==> config.mk <==
export PLATFORM = sky130hd
export DESIGN_NAME = exposure_sequencer
export DESIGN_NICKNAME = d
export VERILOG_FILES = /design/src/rtl/exposure_sequencer_pkg.sv /design/src/rtl/exposure_sequencer_ms_timer.sv /design/src/rtl/exposure_sequencer.sv
export SDC_FILE = /design/constraint.sdc
export NUM_CORES = 1
export LEC_CHECK = 0
export CAP_MARGIN = 40
export CORE_UTILIZATION = 50
export CTS_BUF_LIST = sky130_fd_sc_hd__clkbuf_8 sky130_fd_sc_hd__clkbuf_16
export CTS_CLUSTER_SIZE = 25
export DETAILED_ROUTE_END_ITERATION = 16
export DONT_BUFFER_PORTS = 1
export PLACE_DENSITY = 0.64
export SYNTH_ARGS = -nofsm -noshare
export SYNTH_HDL_FRONTEND = slang
export SYNTH_SLANG_ARGS = --single-unit
==> constraint.sdc <==
create_clock -name clk -period 4.36 [get_ports clk]
set_input_delay 1.09 -clock clk [delete_from_list [all_inputs] [get_ports clk]]
set_output_delay 1.09 -clock clk [all_outputs]
set_load 0.02 [all_outputs]
==> src/rtl/exposure_sequencer_pkg.sv <==
// Shared definitions for the exposure sequencer: FSM states, status codes, readout modes.
package exposure_sequencer_pkg;

    typedef enum logic [3:0] {
        ST_IDLE,
        ST_FLUSH_REQ,
        ST_FLUSH_WAIT,
        ST_OPEN_SETTLE,
        ST_EXPOSE,
        ST_CLOSE_SETTLE,
        ST_READ_REQ,
        ST_READ_WAIT,
        ST_FINISH
    } state_e;

    localparam logic [1:0] STATUS_OK    = 2'b00;
    localparam logic [1:0] STATUS_ABORT = 2'b01;
    localparam logic [1:0] STATUS_TMO   = 2'b10;

    localparam logic [1:0] MODE_FULL  = 2'b00;
    localparam logic [1:0] MODE_FLUSH = 2'b01;

    localparam int unsigned MS_W = 24;

    // States whose duration is measured by the ms timebase.
    function automatic logic is_timed(input state_e s);
        return (s == ST_OPEN_SETTLE) || (s == ST_EXPOSE) || (s == ST_CLOSE_SETTLE);
    endfunction

endpackage

==> src/rtl/exposure_sequencer_ms_timer.sv <==
// Millisecond timebase: prescaler plus 24-bit ms counter; clr restarts it and loads the
// duration N, expired_o pulses on the last cycle of N*CLK_PER_MS (immediately when N == 0).
module exposure_sequencer_ms_timer
    import exposure_sequencer_pkg::*;
#(
    parameter int unsigned CLK_PER_MS = 100000
) (
    input  logic            clk,
    input  logic            rst_n,
    input  logic            clr_i,
    input  logic [MS_W-1:0] n_i,
    input  logic            run_i,
    output logic            expired_o
);

    localparam int unsigned PW = (CLK_PER_MS > 1) ? $clog2(CLK_PER_MS) : 1;

    logic [PW-1:0]   pre_q;
    logic [MS_W-1:0] ms_q;
    logic [MS_W-1:0] n_q;
    logic            pre_last;
    logic            ms_last;

    assign pre_last  = (pre_q == PW'(CLK_PER_MS - 1));
    assign ms_last   = ((ms_q + MS_W'(1)) == n_q);
    assign expired_o = run_i && ((n_q == '0) || (pre_last && ms_last));

    always_ff @(posedge clk or negedge rst_n) begin
        if (!rst_n) begin
            pre_q <= '0;
            ms_q  <= '0;
            n_q   <= '0;
        end else if (clr_i) begin
            pre_q <= '0;
            ms_q  <= '0;
            n_q   <= n_i;
        end else if (run_i) begin
            if (pre_last) begin
                pre_q <= '0;
                ms_q  <= ms_q + MS_W'(1);
            end else begin
                pre_q <= pre_q + PW'(1);
            end
        end
    end

endmodule

==> src/rtl/exposure_sequencer.sv <==
// Exposure sequencer: shutter open/settle, timed integrate, close/settle, CCD readout handshake.
// Define EXPSEQ_FLUSH_EN to build the pre-exposure CCD flush (FLUSH_REQ/FLUSH_WAIT).
module exposure_sequencer
    import exposure_sequencer_pkg::*;
#(
    parameter int unsigned CLK_PER_MS = 100000,
    parameter int unsigned SETTLE_MS  = 300,
    parameter int unsigned BUSY_TMO   = 1024
) (
    input  logic            clk,
    input  logic            rst_n,
    input  logic            start,
    input  logic            abort,
    input  logic            dark,
    input  logic [MS_W-1:0] exp_ms,
    input  logic            ccd_busy,
    output logic            ccd_toggle,
    output logic [1:0]      ccd_mode,
    output logic            shutter_open,
    output logic            busy,
    output logic            done,
    output logic [1:0]      status
);

    localparam int unsigned TW = $clog2(BUSY_TMO + 1);

    state_e          state_q, state_d;
    logic [MS_W-1:0] exp_q, exp_d, exp_src, tmr_n;
    logic            closed_q, closed_d;
    logic            abort_q, abort_d;
    logic            seen_q, seen_d;
    logic [1:0]      status_q, status_d;
    logic [TW-1:0]   tmo_q, tmo_d;
    logic            tmr_clr, tmr_run, tmr_exp;
    logic            aborting, busy_fell, tmo_hit, in_wait;

    exposure_sequencer_ms_timer #(.CLK_PER_MS(CLK_PER_MS)) u_ms_timer (
        .clk       (clk),
        .rst_n     (rst_n),
        .clr_i     (tmr_clr),
        .n_i       (tmr_n),
        .run_i     (tmr_run),
        .expired_o (tmr_exp)
    );

    always_ff @(posedge clk or negedge rst_n) begin
        if (!rst_n) begin
            state_q  <= ST_IDLE;
            exp_q    <= '0;
            closed_q <= 1'b0;
            abort_q  <= 1'b0;
            seen_q   <= 1'b0;
            status_q <= STATUS_OK;
            tmo_q    <= '0;
        end else begin
            state_q  <= state_d;
            exp_q    <= exp_d;
            closed_q <= closed_d;
            abort_q  <= abort_d;
            seen_q   <= seen_d;
            status_q <= status_d;
            tmo_q    <= tmo_d;
        end
    end

    // A busy level already present in the REQ cycle counts as the rising edge.
    assign in_wait   = (state_q == ST_FLUSH_WAIT) || (state_q == ST_READ_WAIT);
    assign aborting  = abort_q || abort;
    assign busy_fell = seen_q && !ccd_busy;
    assign tmo_hit   = !seen_q && !ccd_busy && (tmo_q == TW'(BUSY_TMO - 1));

    always_comb begin
        state_d  = state_q;
        exp_d    = exp_q;
        closed_d = closed_q;
        abort_d  = abort_q;
        seen_d   = seen_q;
        status_d = status_q;
        tmo_d    = tmo_q;

        if (in_wait) begin
            abort_d = aborting;
            if (!seen_q) begin
                seen_d = ccd_busy;
                tmo_d  = tmo_q + TW'(1);
            end
        end

        case (state_q)
            ST_IDLE: begin
                if (start && !abort) begin
                    exp_d    = exp_ms;
                    closed_d = dark || (exp_ms == '0);
                    abort_d  = 1'b0;
                    status_d = STATUS_OK;
`ifdef EXPSEQ_FLUSH_EN
                    state_d  = ST_FLUSH_REQ;
`else
                    state_d  = (dark || (exp_ms == '0)) ? ST_EXPOSE : ST_OPEN_SETTLE;
`endif
                end
            end
`ifdef EXPSEQ_FLUSH_EN
            ST_FLUSH_REQ: begin
                seen_d = ccd_busy;
                tmo_d  = TW'(1);
                if (abort) begin
                    abort_d = 1'b1;
                    state_d = ST_CLOSE_SETTLE;
                end else begin
                    state_d = ST_FLUSH_WAIT;
                end
            end
            ST_FLUSH_WAIT: begin
                if (tmo_hit) begin
                    status_d = STATUS_TMO;
                    state_d  = ST_FINISH;
                end else if (busy_fell) begin
                    if (aborting) begin
                        status_d = STATUS_ABORT;
                        state_d  = ST_FINISH;
                    end else begin
                        state_d = closed_q ? ST_EXPOSE : ST_OPEN_SETTLE;
                    end
                end
            end
`endif
            ST_OPEN_SETTLE: begin
                if (abort) begin
                    abort_d = 1'b1;
                    state_d = ST_CLOSE_SETTLE;
                end else if (tmr_exp) begin
                    state_d = ST_EXPOSE;
                end
            end
            ST_EXPOSE: begin
                if (abort) begin
                    abort_d = 1'b1;
                    state_d = ST_CLOSE_SETTLE;
                end else if (tmr_exp) begin
                    state_d = closed_q ? ST_READ_REQ : ST_CLOSE_SETTLE;
                end
            end
            ST_CLOSE_SETTLE: begin
                abort_d = aborting;
                if (tmr_exp) begin
                    if (aborting) begin
                        status_d = STATUS_ABORT;
                        state_d  = ST_FINISH;
                    end else begin
                        state_d = ST_READ_REQ;
                    end
                end
            end
            ST_READ_REQ: begin
                seen_d  = ccd_busy;
                tmo_d   = TW'(1);
                abort_d = aborting;
                state_d = ST_READ_WAIT;
            end
            ST_READ_WAIT: begin
                if (tmo_hit) begin
                    status_d = STATUS_TMO;
                    state_d  = ST_FINISH;
                end else if (busy_fell) begin
                    status_d = aborting ? STATUS_ABORT : STATUS_OK;
                    state_d  = ST_FINISH;
                end
            end
            ST_FINISH: begin
                state_d = ST_IDLE;
            end
            default: begin
                state_d = ST_IDLE;
            end
        endcase

        exp_src = (state_q == ST_IDLE) ? exp_ms : exp_q;
        tmr_n   = (state_d == ST_EXPOSE) ? exp_src : MS_W'(SETTLE_MS);
        tmr_clr = (state_d != state_q) && is_timed(state_d);
        tmr_run = is_timed(state_q);
    end

    assign busy         = (state_q != ST_IDLE);
    assign done         = (state_q == ST_FINISH);
    assign status       = status_q;
    assign ccd_toggle   = (state_q == ST_READ_REQ) || (state_q == ST_FLUSH_REQ);
    assign shutter_open = (state_q == ST_OPEN_SETTLE) || ((state_q == ST_EXPOSE) && !closed_q);
`ifdef EXPSEQ_FLUSH_EN
    assign ccd_mode = ((state_q == ST_FLUSH_REQ) || (state_q == ST_FLUSH_WAIT)) ? MODE_FLUSH
                                                                                : MODE_FULL;
`else
    assign ccd_mode = MODE_FULL;
`endif

endmodule

After elaboration in Yosys (flattened, before gate mapping)
Cells that the tools add are included.
Cells by class
  add/subtract/negate cells: 3
  equal/unequal tests: 20
  muxes and demuxes: 37
  reduce and logical (&&, ||, !) cells: 36
Operator list (count)
  $mux W24: 5
  $mux W17: 3
  $logic_not A24 Y1: 2
  $mux W4: 9
  $mux W11: 3
  $add A24 B1 Y24 const B: 1
  $eq A24 B24 Y1: 1
  $eq A4 B3 Y1 const B: 6
  $pmux W4 S6: 1
  $add A17 B1 Y17 const B: 1
  $eq A17 B17 Y1 const B: 1
  $eq A4 B2 Y1 const B: 3
  $mux W2: 6
  $add A11 B1 Y11 const B: 1
  $eq A11 B10 Y1 const B: 1
  $logic_or A1 B1 Y1: 10
  $logic_and A1 B1 Y1: 8
  $mux W1: 7
  $ne A2 B2 Y1 const B: 3
  $pmux W2 S3: 1
  $reduce_and A2 Y1: 3
  $reduce_bool A2 Y1: 3
  $reduce_and A5 Y1: 1
  $eq A4 B1 Y1 const B: 1
  11 further kinds: 15
Storage, ports and cells
  register bits: 109
  bits of input ports: 30
  output and inout port bits: 8

Logic depth before layout (Yosys ltp)
Gate-level depths: netlist of run 1.
  word-level depth: 14
  mapped depth: 17

Modules after synthesis
Synthesis of run 1 repeated with hierarchy kept, for this count alone.
Unflattened totals
  cell total of the unflattened synthesis: 741
  area, all modules: 6417.4 um^2
Modules (own cells, without submodules)
  exposure_sequencer_ms_timer: times used 1, cells an instance 397, area each 3814.9 um^2
  exposure_sequencer: times used 1, cells an instance 344, area each 2602.5 um^2

Worst setup path before layout of run 1
OpenSTA, ideal clock, no wires.
  path kind: register to register
  start: reg u_ms_timer.ms_q[0]
  end: reg u_ms_timer.n_q[18]
  library setup time: 125 ps
  arrival time: 3755 ps
  data required time: 4235 ps
  slack: 480 ps
  cell stages (with the launch flop): 16
  buffers on the path: 4
  clock period less this slack: 3880 ps
  cells stage by stage: dfrtp_1 > ha_1 > clkbuf_1 > and4_1 > clkbuf_1 > nand3_1 > xnor2_1 > or4_1 > or4_1 > nor3_2 > nor2_1 > o41ai_2 > a21oi_1 > buf_4 > buf_6 > mux2_4
Between the ends
  longest elaborated chain between the ends: 12
  elaborated cells on any way between the ends: 19
  those cells by class: 1 x add/sub; 5 x eq/ne; 7 x mux; 6 x reduce/logical
RTL lines
  from (decl): RTL line exposure_sequencer_ms_timer.sv:19  | logic [MS_W-1:0] ms_q;
  from (signal assigned): RTL line exposure_sequencer_ms_timer.sv:40  | ms_q <= ms_q + MS_W'(1);
  $add A24 B1 Y24 *: RTL line exposure_sequencer_ms_timer.sv:25  | assign ms_last = ((ms_q + MS_W'(1)) == n_q);
  $eq A24 B24 Y1 *: RTL line exposure_sequencer_ms_timer.sv:25
  $logic_and A1 B1 Y1 *: RTL line exposure_sequencer_ms_timer.sv:26  | assign expired_o = run_i && ((n_q == '0) || (pre_last && ms_last));
  $logic_or A1 B1 Y1 *: RTL line exposure_sequencer_ms_timer.sv:26
  $logic_and A1 B1 Y1 *: RTL line exposure_sequencer_ms_timer.sv:26
  $mux W4, on equally long branches: RTL line exposure_sequencer.sv:140, exposure_sequencer.sv:132
  $mux W4, on equally long branches: RTL line exposure_sequencer.sv:137, exposure_sequencer.sv:129
  $pmux W4 S6 *: RTL line exposure_sequencer.sv:89  | case (state_q)
  $eq A4 B2 Y1 or $eq A4 B3 Y1 (tied branches): RTL line exposure_sequencer_pkg.sv:27, exposure_sequencer.sv:179
  $logic_or A1 B1 Y1 (2 in series): RTL line exposure_sequencer_pkg.sv:27  | return (s == ST_OPEN_SETTLE) || (s == ST_EXPOSE) || (s == ST_CLOSE_SETTLE);
  $logic_and A1 B1 Y1: RTL line exposure_sequencer.sv:180  | tmr_clr = (state_d != state_q) && is_timed(state_d);
  to (signal assigned): RTL line exposure_sequencer_ms_timer.sv:36  | n_q <= n_i;
  to (decl): RTL line exposure_sequencer_ms_timer.sv:20  | logic [MS_W-1:0] n_q;
Mark *: on every way between the ends. The rest lies on a longest branch, timed or not.
A chain may end at the register's enable or synchronous reset.

Final worst setup path of run 1
  start: reg u_ms_timer.ms_q[0]
  end: reg u_ms_timer.n_q[21]
Same word-level chain as after synthesis.

==> results of run 1 <==
==> cell type report <==
| class | count | area, um2 | share of cell area (%) |
|---|---|---|---|
| multi-input cells | 617 | 3640 | 51.5 |
| flip-flops and latches | 109 | 2730 | 38.6 |
| clock buffers | 10 | 239 | 3.38 |
| well taps | 172 | 215 | 3.05 |
| repair buffers | 16 | 128 | 1.81 |
| clock inverters | 6 | 75.1 | 1.06 |
| inverters | 11 | 41.3 | 0.585 |
==> worst max-delay path: stages, from the launching register on <==
cell      delay (ns)
dfrtp_1         0.45
ha_1            0.31
and4_2          0.26
and3_2          0.28
a31o_2          0.22
a211oi_1        0.31
or4b_2          0.68
nor3_2          0.21
nor2_1          0.12
o41ai_4         0.51
a21oi_2         0.31
mux2_4          0.36
==> synth_stat cells, types with 3 or more instances <==
library cell | n | area, um2
nand2_1 | 164 | 616
dfrtp_1 | 109 | 2730
nor2_1 | 86 | 323
a21oi_1 | 56 | 280
xor2_1 | 32 | 280
clkbuf_1 | 27 | 101
xnor2_1 | 27 | 236
o21ai_0 | 24 | 120
and3_1 | 20 | 125
mux2_2 | 20 | 225
nand3_1 | 19 | 95.1
nor4_1 | 19 | 119
nand4_1 | 18 | 113
nor3_1 | 15 | 75.1
inv_1 | 10 | 37.5
a31oi_1 | 8 | 50.1
nand2b_1 | 8 | 50.1
nand3b_1 | 8 | 60.1
nor2b_1 | 8 | 50.1
a22oi_1 | 6 | 45.0
buf_2 | 5 | 25.0
buf_6 | 5 | 56.3
mux2_4 | 5 | 75.1
or4_1 | 5 | 37.5
and2_1 | 4 | 25.0
and4_1 | 4 | 35.0
buf_1 | 4 | 15.0
nor3b_1 | 4 | 30.0
a211oi_1 | 3 | 22.5
a21o_1 | 3 | 22.5
a31o_2 | 3 | 26.3
buf_4 | 3 | 22.5
ha_1 | 3 | 37.5
mux2i_1 | 3 | 30.0
o211ai_1 | 3 | 22.5
o21a_1 | 3 | 22.5
or3_1 | 3 | 18.8
==> state kept, by name, summed over array words and instances (netlist names) <==
signal / count
exp_q: 24
u_ms_timer.n_q: 24
status: 2
u_ms_timer.ms_q: 24
u_ms_timer.pre_q: 17
closed_q: 1
tmo_q: 11
seen_q: 1
abort_q: 1
state_q: 4
==> layer usage <==
metal  vias up  wire [um]
met5         -          0
li1       2664          -
met4         0        255
met1      2722       7050
met3        31        736
met2       154       7850
==> how the worst max path moves through the flow <==
| stage | from | endpoint | slack, ns | depth (start not counted) |
|---|---|---|---|---|
| floorplan | u_ms_timer.ms_q[0] | u_ms_timer.n_q[18] | 0.48 | 15 |
| global placement | exp_ms[5] | u_ms_timer.pre_q[4] | 0.15 | 11 |
| detailed placement | u_ms_timer.ms_q[0] | u_ms_timer.pre_q[3] | 0.06 | 12 |
| CTS | u_ms_timer.ms_q[0] | u_ms_timer.pre_q[6] | 0.03 | 12 |
| global route | u_ms_timer.ms_q[0] | u_ms_timer.n_q[21] | 0.008 | 11 |
| finish | u_ms_timer.ms_q[0] | u_ms_timer.n_q[21] | 0.19 | 11 |
==> power by group <==
group          switching, W  internal, W
registers          0.000169      0.00121
clock network      0.000407     0.000472
logic              0.000739     0.000433
==> through the flow <==
step / hold WS, ns / area, um2 / util (%) / instances / total power, W
after global placement: 0.458 / 6700 / 52.7 / 923 / 0.00250
after detailed placement: 0.463 / 6710 / 52.7 / 924 / 0.00253
after global routing: 0.403 / 7060 / 55.5 / 941 / 0.00363
after floorplan: 0.446 / 6570 / - / 780 / 0.00227
after CTS: 0.407 / 7020 / 55.2 / 940 / 0.00341
final: 0.423 / 7060 / 55.5 / 941 / 0.00343
==> kinds of logic (layout without fill, tap and decap cells) <==
kind of cell	Yosys count	in the layout	synth area share, %
flops	109	109	41.5
other cells	1	2	0.0571
buf+inv	55	43	3.98
compound gates	126	127	11.7
mux	28	28	5.03
fa+ha+maj	3	3	0.572
xor+xnor	59	59	7.87
simple gates	398	398	29.2
==> timing repair <==
action                                  CTS  global route
endpoints found under the setup margin    0            60
gates resized for setup                   0             6
hold buffers                              0             0
==> results.ini, run 1 <==
[global_routing]
met1_usage_pct = 31.0
grt_overflow = 0
top_usage_layer = met2
grt_max_degree = 110
grt_use_met3_pct = 5.97
grt_util_met2_pct = 42.1
gr-usage-all-layers_pct = 24.6
antenna_found_initial = 0
grt_first_pass_wirelength_mm = 25.9
grt_pass1_vias = 5248

[run_status]
status = finished clean

[clock_network]
cts_tree = built
post_cts_buffers = 0
insertion_delay_ns = 0.36
cts-buffers-inserted = 9
clockBufferDepth = 2
htreeDepth = 3
cts_root_buffer = clkbuf_16
clkSinkCount = 109
path_clk_slew_ns = 0.08

[floorplan]
fp.dieW_um = 117
start_util_pct = 51.6
die_y_um = 117
die_area_um2 = 13600
std_cell_rows = 41
io-pin-count = 38
core_um2 = 12700

[timing]
setup_viol = 0
timing.final.ws_setup_ns = 0.186
tns_ns = 0
tightest_slew_ns = 0.827
max_clock_freq_ghz = 0.240
rsz0062_at_grt = no
period_minus_slack_ns = 4.17
hold_viol = 0
maxSlewViolCount = 0
slew_headroom_pct = 44.8
finalCritPeriodShare_pct = 95.7
finClkSkew_ns = 0.0145

[logic_synthesis]
syn-cell-area_um2 = 6570
synth-edff-count = 0
async_flop_share_pct = 100
yosys_warnings = 0
synth-seq-cells = 109
ys_seq_area_share_pct = 41.5
synth_flop_cell = dfrtp_1
syn_inst = 779
synth.avg_cell_area_um2 = 8.43
synth_cell_types = 62

[final_layout]
drive_gt1_share_pct = 9.88
nets = 797
area_delta_synth_final_pct = 7.57
final_cell_mix = nand2_1, dfrtp_1, nor2_1
insertedDiodeCount = 0
final_common_cell = nand2_1
fill_cells = 1224

[drt]
drt-initial-drc-count = 457
drtAntennaViolNets = 0
finalWirelength_mm = 15.9
vias = 5571
vias_per_cell = 5.92
wl_per_cell_um = 16.9
remaining_drc_errors = 0
drt_pass1_iterations = 5

[worst_setup_path]
cp-end-kind = flip-flop
reg2reg_from = u_ms_timer.ms_q[0]
r2r-end = u_ms_timer.n_q[21]
r2r_setup_slack_ns = 0.19
critPathLaunchType = flip-flop
reg2reg_depth = 11
worstPathMaxFanout = 12
crit_required_ns = 4.60
critPathArrivalTime_ns = 4.42
critical_path_class = flip-flop to flip-flop

[job]
drv_cap = 0

[pwr]
power_density_nw_per_um2 = 485
p_leak_nw = 3.09
peakVddDrop_v = 0.000312

[placed_design]
dp_slack_ns = 0.0609
dp_hpwl_mm = 10.9
gp_congestion = 0.961
io_buffers = 0

[hold_path]
hp-class = input port to asynchronous set/reset pin

No activity file was read; power rests on OpenSTA's default activity.
==> run 2: changes to the inputs <==
--- a/config.mk
+++ b/config.mk
@@ -6,11 +6,13 @@
 export NUM_CORES = 1
 export LEC_CHECK = 0
 export CAP_MARGIN = 40
+export CORE_ASPECT_RATIO = 1.1
 export CORE_UTILIZATION = 50
 export CTS_BUF_LIST = sky130_fd_sc_hd__clkbuf_8 sky130_fd_sc_hd__clkbuf_16
 export CTS_CLUSTER_SIZE = 25
 export DETAILED_ROUTE_END_ITERATION = 16
 export DONT_BUFFER_PORTS = 1
+export GPL_ROUTABILITY_DRIVEN = 0
 export PLACE_DENSITY = 0.64
 export SYNTH_ARGS = -nofsm -noshare
 export SYNTH_HDL_FRONTEND = slang
==> constraint.sdc (replaced) <==
create_clock -name clk -period 3.9 [get_ports clk]
set_input_delay 0.975 -clock clk [delete_from_list [all_inputs] [get_ports clk]]
set_output_delay 0.975 -clock clk [all_outputs]
set_load 0.02 [all_outputs]
==> run 2 against run 1 <==
  * Wire length rose by 6.3%
  * Via count rose by 2.5%
  * Die area barely moved
  * Sequential share of layout area fell by 1.7 points
  * Design area rose by 4.5%
  * Largest power group unchanged
  * Clock-buffer cell count fell by 1
  * Sequential power rose by 11%
  * Fmax rose by 10%
==> results.ini, run 2 (same netlist as run 1, synthesis figures left out) <==
[run_status]
status = finished clean

[pwr]
power.net_switching_w = 0.00159
power_density_nw_per_um2 = 547
combinationalPowerShare_pct = 37.1
seqPwrFrac_pct = 37.9
peakVddDrop_v = 0.000301
internal_power_w = 0.00244
p_leak_nw = 3.27
swShare_pct = 39.4
pwr-share-clk_pct = 25.0
p_total_w = 0.00404

[clock_network]
path_clk_slew_ns = 0.09
clockBufferDepth = 2
clkSinkCount = 109
htreeDepth = 3
cts_tree = built
cts_root_buffer = clkbuf_16
cts-buffers-inserted = 9
insertion_delay_ns = 0.37

[final_layout]
nets = 827
final_common_cell = nand2_1
final_cell_mix = nand2_1, dfrtp_1, nor2_1
area_delta_synth_final_pct = 12.4
top_regs = exp_q: 24 flops, u_ms_timer.ms_q: 24 flops, u_ms_timer.n_q: 24 flops
insertedDiodeCount = 0
fin_util_pct = 58.1
finalInstanceArea_um2 = 7380
layout.cells.non_filler = 956
fill_cells = 1132
drive_gt1_share_pct = 13.9

[global_routing]
grt_pass1_vias = 5585
grt_first_pass_wirelength_mm = 27.2
grt_max_degree = 110
grt_overflow = 0
antenna_found_initial = 0
gr-usage-all-layers_pct = 25.5

[floorplan]
fp.dieW_um = 111
io-pin-count = 38
std_cell_rows = 43
start_util_pct = 51.7
core_um2 = 12700
die_area_um2 = 13600
die_y_um = 122

[placed_design]
place_area_um2 = 6890
placed_cells = 935
io_buffers = 0
dp_hpwl_mm = 11.4

[worst_setup_path]
path_common_cell = or4_4
critPathArrivalTime_ns = 4.05
worstPathMaxFanout = 6
crit_path_max_incr_delay_ns = 0.54
slowest_stage = or4_4
crit_required_ns = 4.16
critPathLaunchType = flip-flop
path_cells = or4b_4 -> nor4_4 -> nand3_1 -> or4_4 -> or4_4 -> nor3_4 -> nor2_1 -> o41ai_4 -> buf_6 -> a21oi_2 -> mux2_4
critical_path_class = flip-flop to flip-flop
cp-end-kind = flip-flop
path_buf_inv = 1
cp_top_family = simple AND/OR/NAND/NOR gates

[timing]
rsz0062_at_grt = yes
finalCritPeriodShare_pct = 97.2
max_clock_freq_ghz = 0.264
hold_viol = 0
setup_viol = 0
period_minus_slack_ns = 3.79
finClkSkew_ns = 0.0163
maxSlewViolCount = 0
tightest_slew_ns = 0.730
slew_headroom_pct = 51.1

[hold_path]
hp-class = input port to asynchronous set/reset pin

[drt]
finalWirelength_mm = 16.9
drt-initial-drc-count = 393
vias_per_cell = 5.97
vias = 5708
wl_per_cell_um = 17.7
drt_pass1_iterations = 5
remaining_drc_errors = 0
drtAntennaViolNets = 0

[job]
drv_cap = 0

run 2: area by class of cell:
type | instances | area [um2] | area share [%]
Sequential cell | 109 | 2730 | 37.0
Tap cell | 157 | 196 | 2.66
Clock buffer | 9 | 225 | 3.05
Multi-Input combinational cell | 619 | 3710 | 50.2
Clock inverter | 7 | 106 | 1.44
Timing Repair Buffer | 44 | 375 | 5.09
Inverter | 11 | 41.3 | 0.560
run 2: power by group through the flow:
stage	Combinational (W)	Sequential (W)	Clock, W
3_3_place_gp	0.00129	0.00154	0
2_1_floorplan	0.00105	0.00149	0
6_report	0.00150	0.00153	0.00101
4_1_cts	0.00138	0.00153	0.00102
5_1_grt	0.00164	0.00156	0.00107
3_5_place_dp	0.00132	0.00155	0
run 2: worst paths after layout:
kind,start,endpoint,slack [ns],cells past startpoint
min reg2reg,exp_q[0],exp_q[0],0.48,2
min in group clk,exp_q[0],exp_q[0],0.48,2
min,rst_n,tmo_q[2],0.29,0
max,u_ms_timer.pre_q[11],u_ms_timer.n_q[18],0.11,11
max reg2reg,u_ms_timer.pre_q[11],u_ms_timer.n_q[18],0.11,11
max in group asynchronous,rst_n,u_ms_timer.n_q[9],3.41,0
run 2: per-layer routing:
| metal | wire length, um | track usage [%] |
|---|---|---|
| met2 | 8350 | 43.8 |
| met4 | 454 | 12.8 |
| met1 | 7560 | 31.6 |
| met3 | 520 | 3.43 |
| met5 | 0 | 0 |
run 2: per-stage QoR:
stage               setup TNS [ns]  setup slack, ns  hold WS, ns
finish                           0            0.111        0.286
global route                     0          0.00399        0.273
CTS                              0           0.0499        0.281
detailed placement           -7.91           -0.233        0.463
global placement             -7.40           -0.207        0.458
floorplan                        0           0.0200        0.446
run 2: what timing repair did:
item / in CTS / in global routing
buffers inserted: 1 / 0
endpoints found under the hold margin: 0 / 0
hold buffers: 0 / 0
gates resized for setup: 4 / 16
setup endpoints to repair: 60 / 65
cloned: 1 / 3
pin swaps: 1 / 5
run 2: worst reg2reg max path: cells and delay by family (launching register included):
| kind | cells | cell delay [ns] |
|---|---|---|
| simple gates | 7 | 2.34 |
| compound gates | 2 | 0.40 |
| flops | 1 | 0.40 |
| mux | 1 | 0.35 |
| buf+inv | 1 | 0.19 |
==> run 3: changes to the inputs <==
--- a/config.mk
+++ b/config.mk
@@ -5,10 +5,9 @@
 export SDC_FILE = /design/constraint.sdc
 export NUM_CORES = 1
 export LEC_CHECK = 0
-export CAP_MARGIN = 40
+export CAP_MARGIN = 5
 export CORE_ASPECT_RATIO = 1.1
 export CORE_UTILIZATION = 50
-export CTS_BUF_LIST = sky130_fd_sc_hd__clkbuf_8 sky130_fd_sc_hd__clkbuf_16
 export CTS_CLUSTER_SIZE = 25
 export DETAILED_ROUTE_END_ITERATION = 16
 export DONT_BUFFER_PORTS = 1
==> run 3 against run 2 <==
  * Die area unchanged
  * Wire length down 2.5%
  * Clock-buffer cell count up 1
  * Flip-flop and latch count unchanged
  * Fmax down 0.43%
  * Largest power group unchanged
==> results.ini, run 3 (same netlist as run 1, synthesis figures left out) <==
[clock_network]
clockBufferDepth = 2
insertion_delay_ns = 0.36
cts-buffers-inserted = 9
ctsHoldBuffers = 0
htreeDepth = 3
clkSinkCount = 109
path_clk_slew_ns = 0.08
cts_tree = built
cts_root_buffer = clkbuf_16

[final_layout]
final_common_cell = nand2_1
seq_area_um2 = 2730
insertedDiodeCount = 0
final_cell_mix = nand2_1, dfrtp_1, nor2_1
finalInstanceArea_um2 = 7380
drive_gt1_share_pct = 15.1
fin_util_pct = 58.1
fill_cells = 1135
nets = 837
multi_input_area_um2 = 3690
area_delta_synth_final_pct = 12.4
top_regs = exp_q: 24 flops, u_ms_timer.ms_q: 24 flops, u_ms_timer.n_q: 24 flops

[timing]
finClkSkew_ns = 0.0127
setup_viol = 0
slew_headroom_pct = 31.1
tightest_slew_ns = 1.02
period_minus_slack_ns = 3.81
hold_viol = 0
finalCritPeriodShare_pct = 97.6
fin_hold_ws_ns = 0.295
max_clock_freq_ghz = 0.263
maxSlewViolCount = 0
timing.final.ws_setup_ns = 0.0941

[job]
drv_cap = 0

[worst_setup_path]
worstPathMaxFanout = 10
critPathLaunchType = flip-flop
critPathArrivalTime_ns = 4.06
cp-end-kind = flip-flop
crit_required_ns = 4.15
critical_path_class = flip-flop to flip-flop

[global_routing]
grt_overflow = 0
antenna_found_initial = 0
gr-usage-all-layers_pct = 25.2
grt_first_pass_wirelength_mm = 27.1
grt_max_degree = 110
grt_pass1_vias = 5557

[drt]
vias = 5732
wl_per_cell_um = 17.1
drt_pass1_iterations = 4
remaining_drc_errors = 0
finalWirelength_mm = 16.5
drtAntennaViolNets = 0
drt-initial-drc-count = 322
vias_per_cell = 5.93

[floorplan]
start_util_pct = 51.7
die_y_um = 122
core_um2 = 12700
fp.dieW_um = 111
io-pin-count = 38
die_area_um2 = 13600
std_cell_rows = 43

[run_status]
status = finished clean

[pwr]
p_leak_nw = 3.31
p_total_w = 0.00396
peakVddDrop_v = 0.000312
power_density_nw_per_um2 = 536

[placed_design]
place_area_um2 = 6880
dp_slack_ns = -0.263
dp_hpwl_mm = 11.5
io_buffers = 0

[hold_path]
hp-class = input port to asynchronous set/reset pin

-- run 3: cell types whose count changed in the layout (fill, tap and decap cells not counted), sizes merged --
cell	previous run	this run
a21oi	59	57
buf	42	56
bufinv	1	0
clkdlybuf4s15	1	0
clkinvlp	1	0
inv	12	13
-- run 3: worst max-delay path, stage by stage, from the launching register on --
cell     delay, ns
dfrtp_1       0.38
or4b_4        0.54
nor4_4        0.33
nand3_1       0.14
or4_4         0.45
or4_4         0.58
nor3_4        0.20
nor2_2        0.08
o41ai_4       0.21
buf_4         0.20
a21oi_4       0.12
buf_4         0.21
mux2_2        0.26
-- run 3: final cells by class --
cell class / instances / share of cell area, %
multi-input combinational: 617 / 50.0
sequential: 109 / 37.0
timing repair buffer: 56 / 6.00
clock buffer: 10 / 3.10
tap: 157 / 2.66
clock inverter: 6 / 0.729
inverter: 11 / 0.560
-- run 3: path summary, 6_finish.rpt --
kind	from	slack, ns	cells after the start	to
hold / removal	rst_n	0.29	0	tmo_q[2]
min in group clk	exp_q[17]	0.48	2	exp_q[17]
hold reg to reg	exp_q[17]	0.48	2	exp_q[17]
setup reg to reg	u_ms_timer.pre_q[8]	0.09	12	u_ms_timer.n_q[15]
setup / recovery	u_ms_timer.pre_q[8]	0.09	12	u_ms_timer.n_q[15]
max in group asynchronous	rst_n	3.36	0	u_ms_timer.pre_q[8]
-- run 3: repair_timing --
action / in CTS / in global routing
hold endpoints to repair: 0 / 0
cloned: 1 / 0
gates resized for setup: 4 / 17
pin swaps: 1 / 8
buffers inserted: 1 / 14
endpoints found under the setup margin: 60 / 65
-- run 3: per-stage QoR --
step	setup TNS, ns	cells
floorplan	0	780
global placement	-7.40	934
detailed placement	-9.29	934
CTS	0	952
global route	-0.0870	966
finish	0	966
-- run 3: report_power, final --
part	internal (W)	total, W	leakage [nW]	switching, W
clock network	0.000447	0.000910	0.141	0.000463
logic	0.000614	0.00152	1.72	0.000905
registers	0.00135	0.00153	1.45	0.000177
total	0.00241	0.00396	3.31	0.00155
-- run 3: metal layers --
metal	vias up	part of all wire [%]	GRT usage, %
met3	29	4.5	4.18
met5	-	0	0
met1	2783	43	31.5
met4	0	2.3	9.46
met2	165	50	44.1
li1	2755	-	-
